## config.mk

```make
export PLATFORM = sky130hd
export DESIGN_NAME = ahb_master
export DESIGN_NICKNAME = d
export VERILOG_FILES = /design/src/rtl/ahb_pkg.sv /design/src/rtl/wdata_fifo.sv /design/src/rtl/ahb_master.sv
export SDC_FILE = /design/constraint.sdc
export NUM_CORES = 1
export LEC_CHECK = 0
export CORE_MARGIN = 1.5
export CORE_UTILIZATION = 51
export CTS_CLUSTER_SIZE = 20
export DETAILED_ROUTE_END_ITERATION = 7
export PLACE_DENSITY = 0.8
export SYNTH_ARGS = -nofsm -noshare
export SYNTH_HDL_FRONTEND = slang
export SYNTH_HIERARCHICAL = 1
export SYNTH_SLANG_ARGS = --single-unit
```

## constraint.sdc

```tcl
create_clock -name HCLK -period 3.53 [get_ports HCLK]
set_clock_uncertainty 0.2 [all_clocks]
set_input_delay 0.8825 -clock HCLK [delete_from_list [all_inputs] [get_ports HCLK]]
set_output_delay 0.8825 -clock HCLK [all_outputs]
set_load 0.02 [all_outputs]
```

## src/rtl/ahb_pkg.sv

```systemverilog
// Shared state encoding, width defaults and bus field encodings for the
// AHB burst master.
package ahb_pkg;
    localparam int ADDR_W_DEF = 31;
    localparam int DATA_W_DEF = 32;

    localparam logic HTRANS_IDLE   = 1'b0;
    localparam logic HTRANS_ACTIVE = 1'b1;
    localparam logic HBURST_END    = 1'b0;
    localparam logic HBURST_INCR   = 1'b1;

    typedef enum logic [1:0] {
        ST_IDLE,
        ST_ADDR,
        ST_LAST
    } state_t;
endpackage

```

## src/rtl/wdata_fifo.sv

```systemverilog
// Synchronous write-data FIFO with occupancy count; pushes when full and
// pops when empty are ignored.
module wdata_fifo #(
    parameter int DEPTH = 4,
    parameter int W     = 32,
    parameter int CW    = $clog2(DEPTH + 1)
) (
    input  logic          i_clk,
    input  logic          i_rst,
    input  logic          i_push,
    input  logic [W-1:0]  i_data,
    input  logic          i_pop,
    output logic [W-1:0]  o_data,
    output logic [CW-1:0] o_count
);
    localparam int AW = (DEPTH > 1) ? $clog2(DEPTH) : 1;

    logic [W-1:0]  r_mem [DEPTH];
    logic [AW-1:0] r_wp, r_rp;
    logic [CW-1:0] r_count;
    logic          w_push, w_pop;

    assign w_push  = i_push && (r_count < CW'(DEPTH));
    assign w_pop   = i_pop && (r_count != '0);
    assign o_data  = r_mem[r_rp];
    assign o_count = r_count;

    function automatic logic [AW-1:0] ptr_inc(input logic [AW-1:0] p);
        return (p == AW'(DEPTH - 1)) ? '0 : p + AW'(1);
    endfunction

    always_ff @(posedge i_clk) begin
        if (i_rst) begin
            r_wp    <= '0;
            r_rp    <= '0;
            r_count <= '0;
        end else begin
            if (w_push) r_wp <= ptr_inc(r_wp);
            if (w_pop)  r_rp <= ptr_inc(r_rp);
            case ({w_push, w_pop})
                2'b10:   r_count <= r_count + CW'(1);
                2'b01:   r_count <= r_count - CW'(1);
                default: r_count <= r_count;
            endcase
        end
    end

    always_ff @(posedge i_clk) begin
        if (w_push) r_mem[r_wp] <= i_data;
    end
endmodule

```

## src/rtl/ahb_master.sv

```systemverilog
// AHB-style burst master: one command becomes 1..4 incrementing beats on a
// pipelined address/data bus; write data is staged in a small FIFO.
module ahb_master
    import ahb_pkg::*;
#(
    parameter int ADDR_W      = ADDR_W_DEF,
    parameter int DATA_W      = DATA_W_DEF,
    parameter int WFIFO_DEPTH = 4
) (
    input  logic              HCLK,
    input  logic              HRESET,
    input  logic              cmd_valid,
    output logic              cmd_ready,
    input  logic              cmd_write,
    input  logic [ADDR_W-1:0] cmd_addr,
    input  logic [1:0]        cmd_len,
    input  logic              wd_valid,
    output logic              wd_ready,
    input  logic [DATA_W-1:0] wd_data,
    output logic              rsp_valid,
    output logic [DATA_W-1:0] rsp_rdata,
    output logic              rsp_last,
    output logic              done,
    output logic [ADDR_W-1:0] HADDR,
    output logic              HWRITE,
    output logic              HTRANS,
    output logic              HBURST,
    output logic [DATA_W-1:0] HWDATA,
    input  logic [DATA_W-1:0] HRDATA,
    input  logic              HREADY
);
    localparam int CW = $clog2(WFIFO_DEPTH + 1);

    state_t            r_state, w_next;
    logic [1:0]        r_len, r_beat;
    logic [ADDR_W-1:0] r_haddr;
    logic              r_hwrite, r_htrans, r_hburst;
    logic [DATA_W-1:0] r_hwdata, r_rsp_rdata;
    logic              r_rd_pend, r_rd_last;
    logic              r_rsp_valid, r_rsp_last, r_done;
    logic [CW-1:0]     w_count;
    logic [DATA_W-1:0] w_fifo_data;
    logic              w_cmd_ready, w_accept, w_adv, w_more, w_pop;

    assign w_accept = cmd_valid && w_cmd_ready;
    assign w_adv    = (r_state == ST_ADDR) && HREADY;
    assign w_more   = r_beat != r_len;
    assign w_pop    = w_adv && r_hwrite;

    wdata_fifo #(
        .DEPTH (WFIFO_DEPTH),
        .W     (DATA_W),
        .CW    (CW)
    ) u_wfifo (
        .i_clk   (HCLK),
        .i_rst   (HRESET),
        .i_push  (wd_valid),
        .i_data  (wd_data),
        .i_pop   (w_pop),
        .o_data  (w_fifo_data),
        .o_count (w_count)
    );

    always_ff @(posedge HCLK) begin
        if (HRESET) r_state <= ST_IDLE;
        else        r_state <= w_next;
    end

    // A write is only accepted once every beat of it is already buffered.
    always_comb begin
        w_next      = r_state;
        w_cmd_ready = 1'b0;
        case (r_state)
            ST_IDLE: begin
                w_cmd_ready = !cmd_write || (32'(w_count) >= 32'(cmd_len) + 32'd1);
                if (cmd_valid && w_cmd_ready) w_next = ST_ADDR;
            end
            ST_ADDR: if (HREADY && !w_more) w_next = ST_LAST;
            ST_LAST: if (HREADY) w_next = ST_IDLE;
            default: w_next = ST_IDLE;
        endcase
    end

    always_ff @(posedge HCLK) begin
        if (HRESET) begin
            r_len       <= '0;
            r_beat      <= '0;
            r_haddr     <= '0;
            r_hwrite    <= 1'b0;
            r_htrans    <= HTRANS_IDLE;
            r_hburst    <= HBURST_END;
            r_hwdata    <= '0;
            r_rd_pend   <= 1'b0;
            r_rd_last   <= 1'b0;
            r_rsp_valid <= 1'b0;
            r_rsp_last  <= 1'b0;
            r_rsp_rdata <= '0;
            r_done      <= 1'b0;
        end else begin
            r_done <= (r_state == ST_LAST) && HREADY;
            if (w_accept) begin
                r_len    <= cmd_len;
                r_beat   <= '0;
                r_haddr  <= cmd_addr;
                r_hwrite <= cmd_write;
                r_htrans <= HTRANS_ACTIVE;
                r_hburst <= (cmd_len != 2'd0) ? HBURST_INCR : HBURST_END;
            end else if (w_adv) begin
                if (w_more) begin
                    r_beat   <= r_beat + 2'd1;
                    r_haddr  <= r_haddr + ADDR_W'(1);
                    r_hburst <= (r_beat + 2'd1 != r_len) ? HBURST_INCR : HBURST_END;
                end else begin
                    r_htrans <= HTRANS_IDLE;
                    r_hburst <= HBURST_END;
                end
            end
            if (w_pop) r_hwdata <= w_fifo_data;
            // A read's data phase is the cycle after its address is taken;
            // it stretches with HREADY and may overlap the next address.
            if (HREADY) begin
                r_rd_pend <= w_adv && !r_hwrite;
                r_rd_last <= !w_more;
            end
            r_rsp_valid <= HREADY && r_rd_pend;
            r_rsp_last  <= HREADY && r_rd_pend && r_rd_last;
            if (HREADY && r_rd_pend) r_rsp_rdata <= HRDATA;
        end
    end

    assign cmd_ready = w_cmd_ready;
    assign wd_ready  = 32'(w_count) < 32'(WFIFO_DEPTH);
    assign HADDR     = r_haddr;
    assign HWRITE    = r_hwrite;
    assign HTRANS    = r_htrans;
    assign HBURST    = r_hburst;
    assign HWDATA    = r_hwdata;
    assign rsp_valid = r_rsp_valid;
    assign rsp_last  = r_rsp_last;
    assign rsp_rdata = r_rsp_rdata;
    assign done      = r_done;
endmodule

```

==> flow_metrics.env <==
export IMPL_drt_iter0_markers=341
export IMPL_insertion_delay_ns=0.53
export IMPL_die_x_um=141
export IMPL_critical_path_buf_inv_count=5
export IMPL_coreArea_sq_um=18700
export IMPL_finalCritPeriodShare=0.980
export IMPL_overflow=0
export IMPL_grt_met3_usage=0.0510
export IMPL_utilization=0.697
export IMPL_layout_min_cycle_time_ns=3.46
export IMPL_cts_root_buf="clkbuf_16"
export IMPL_viasPerCell=5.43
export IMPL_grt_pass1_wl_mm=34.7
export IMPL_busiest_layer="met2"
export IMPL_cp_slowest_cell="ha_1"
export IMPL_tightest_slew_ns=0.840
export IMPL_status="completed"
export IMPL_synthesis_nets=897
export IMPL_row_count=50
export IMPL_synth_top_cell_area_share=0.395
export IMPL_ys_seq_area_frac=0.638
export IMPL_met2_usage=0.389
export IMPL_die_h_um=141
export IMPL_crit_fanout=2
export IMPL_clock_fmax_ghz=0.289
export IMPL_synth_edf_count=128
export IMPL_hold_viol_final=0
export IMPL_slew_headroom=0.440
export IMPL_grt_pass1_vias=6695
export IMPL_cp_top_family="adder cells"
export IMPL_synth_flop_cell="edfxtp_1"
export IMPL_use_met1=0.277
export IMPL_cts_tree="yes"
export IMPL_dp_hpwl_mm=14.7
export IMPL_end_kind="output port"
export IMPL_grt_max_degree=55
export IMPL_io_pins=206
export IMPL_start_util=0.520
export IMPL_synth_area_sq_um=9720
export IMPL_rsz0062_at_grt="no"
export IMPL_stdcell_count=1253
export IMPL_syn_inst=781
export IMPL_worstSetupPathType="input pin to output port"
export IMPL_synth_area_per_cell_sq_um=12.4
export IMPL_crit_chain="clkbuf_2, inv_1, ha_4, inv_1, ha_1, and2_4, a221oi_2, buf_4, nor3_1, buf_4"
export IMPL_clk_path_buf_depth=3
export IMPL_num_antenna_cells=0
export IMPL_ys_types=48
export IMPL_gp_congestion=0.832
export IMPL_area_delta_synth_final_pct=34.2
export IMPL_dp_cells=1207
export IMPL_drive_above_1_share=0.125
export IMPL_cts_hold_fix_buffers=0
export IMPL_cts_clk_slew_worst_paths_ns=0.06
export IMPL_fin_nets=1117
export IMPL_dr_pass1_iters=5
export IMPL_finalMaxSlewViolations=0
export IMPL_wire_per_inst_um=17.6
export IMPL_ys_warn_count=6
export IMPL_power_total_w=0.00659
export IMPL_vias=6798
export IMPL_io_buffer_count=205
export IMPL_hold_slack_ns=0.251
export IMPL_max_stage_delay_ns=0.28
export IMPL_min_path_type="flop to flop"
export IMPL_cts_htree_levels=1
export IMPL_critical_path_required_ns=2.45
export IMPL_ir_worst_vdd_v=0.000575
export IMPL_drc=0
export IMPL_routed_wl_mm=22.1
export IMPL_antenna_found_initial=0
export IMPL_ys_ff_latch=246
export IMPL_drv_cap=0
export IMPL_detail_route_antenna_nets=0
export IMPL_cts_inserted_buffers=25
export IMPL_setup_viol=0
export IMPL_yosys_area_top_type="edfxtp_1"
export IMPL_critPathLaunchType="input pin"
export IMPL_cts_sinks=246
export IMPL_r2r_slack_ns=1.03
export IMPL_synthArstFlopShare=0
export IMPL_powerDensity_nw_per_um2=505
export IMPL_die_area_sq_um=19900
export IMPL_groute_usage_overall=0.222
export IMPL_power_leakage_nw=4.30
export IMPL_crit_arrival_ns=2.38
export IMPL_synth_area_top_cells="edfxtp_1 40%, dfxtp_1 24%, mux4_2 6.9%"
-- state kept, by name (all words and copies together) (netlist names), named ones only --
name,count
r_len,2
done,1
r_rd_pend,1
rsp_last,1
HADDR,31
HWRITE,1
u_wfifo/r_mem,128
u_wfifo/r_wp,2
r_beat,2
u_wfifo/o_count,3
u_wfifo/r_rp,2
HWDATA,32
rsp_rdata,32
r_rd_last,1
r_state,2
HBURST,1
rsp_valid,1
HTRANS,1
-- through the flow --
stage	worst slack [ns]	TNS [ns]	area, sq um
after floorplan	0.267	0	9720
after global placement	-0.770	-0.770	12200
after detailed placement	-0.753	-0.802	12200
after CTS	0.00392	0	13000
after global routing	0.00759	0	13000
final	0.0689	0	13000
-- worst reg2reg max path: stages, from the launching register on --
cell and delay (ns):
dfxtp_1 0.43, nand2b_1 0.13, nor2_1 0.14, nand2_1 0.09
inv_1 0.10, o31ai_2 0.09, inv_1 0.07, ha_1 0.17
inv_1 0.06, fa_1 0.38, xor2_1 0.16, or3_1 0.30
a21oi_1 0.14
-- final timing paths --
kind,start,endpoint,cells after the start
max,cmd_len[1],cmd_ready,10
max reg2reg,r_state[0]$_SDFFE_PP0P_,u_wfifo/o_count[2]$_SDFFE_PP0P_,12
min,HWDATA[12]$_SDFFE_PP0P_,HWDATA[12]$_SDFFE_PP0P_,2
min reg2reg,HWDATA[12]$_SDFFE_PP0P_,HWDATA[12]$_SDFFE_PP0P_,2
-- final cells by class --
cell class	instances	area, sq um
Clock buffer	38	734
Clock inverter	7	103
Fill cell	1310	5660
Inverter	17	63.8
Multi-Input combinational cell	477	3270
Sequential cell	246	6210
Tap cell	234	293
Timing Repair Buffer	234	2370
-- logic make-up (layout without fill, tap and decap cells) --
group           after synthesis  after routing  synth area share
simple gates                274            274             0.126
flops                       246            246             0.638
compound gates              119            119            0.0775
buf+inv                      58            296            0.0290
mux                          36             36            0.0790
xor+xnor                     35             35            0.0323
fa+ha+maj                    13             13            0.0175
-- synth_stat cells (6+ instances only) --
master	instances
nand3_1	12
nand4_1	13
a211oi_1	24
xor2_1	13
edfxtp_1	128
buf_1	6
ha_1	12
inv_1	17
nand2_1	150
nor2_1	46
mux4_2	30
buf_2	6
clkbuf_1	25
dfxtp_1	118
xnor2_1	21
a21oi_1	75
and2_1	9
nor3_1	13
-- cell usage in the layout (no fill, tap or decap), types with 6 or more instances in the layout --
master	instances
nor3_1	13
clkbuf_1	7
clkbuf_16	25
buf_12	9
edfxtp_1	128
nand3_1	12
nand4_1	13
xor2_1	13
inv_1	16
dfxtp_1	116
clkdlybuf4s50_1	201
ha_1	10
a21oi_1	75
clkbuf_8	6
nor2_1	46
xnor2_1	21
nand2_1	150
buf_4	22
a211oi_1	24
mux4_2	30
-- power breakdown --
part / switching (W) / internal [W] / leakage (nW)
registers: 0.0000974 / 0.00315 / 2.14
logic: 0.000333 / 0.000356 / 1.76
clock network: 0.00107 / 0.00159 / 0.411
-- metal layers --
metal	wire, um	vias up
met5	0	-
met4	454	0
met3	1610	38
met2	11000	259
met1	9070	3241
li1	-	3260
-- timing repair --
action | in CTS | in global routing
pin swaps | 2 | 1
setup endpoints to repair | 1 | 1
setup buffers | 1 | 0
gates resized for setup | 14 | 3
No activity file was read; power rests on OpenSTA's default activity.
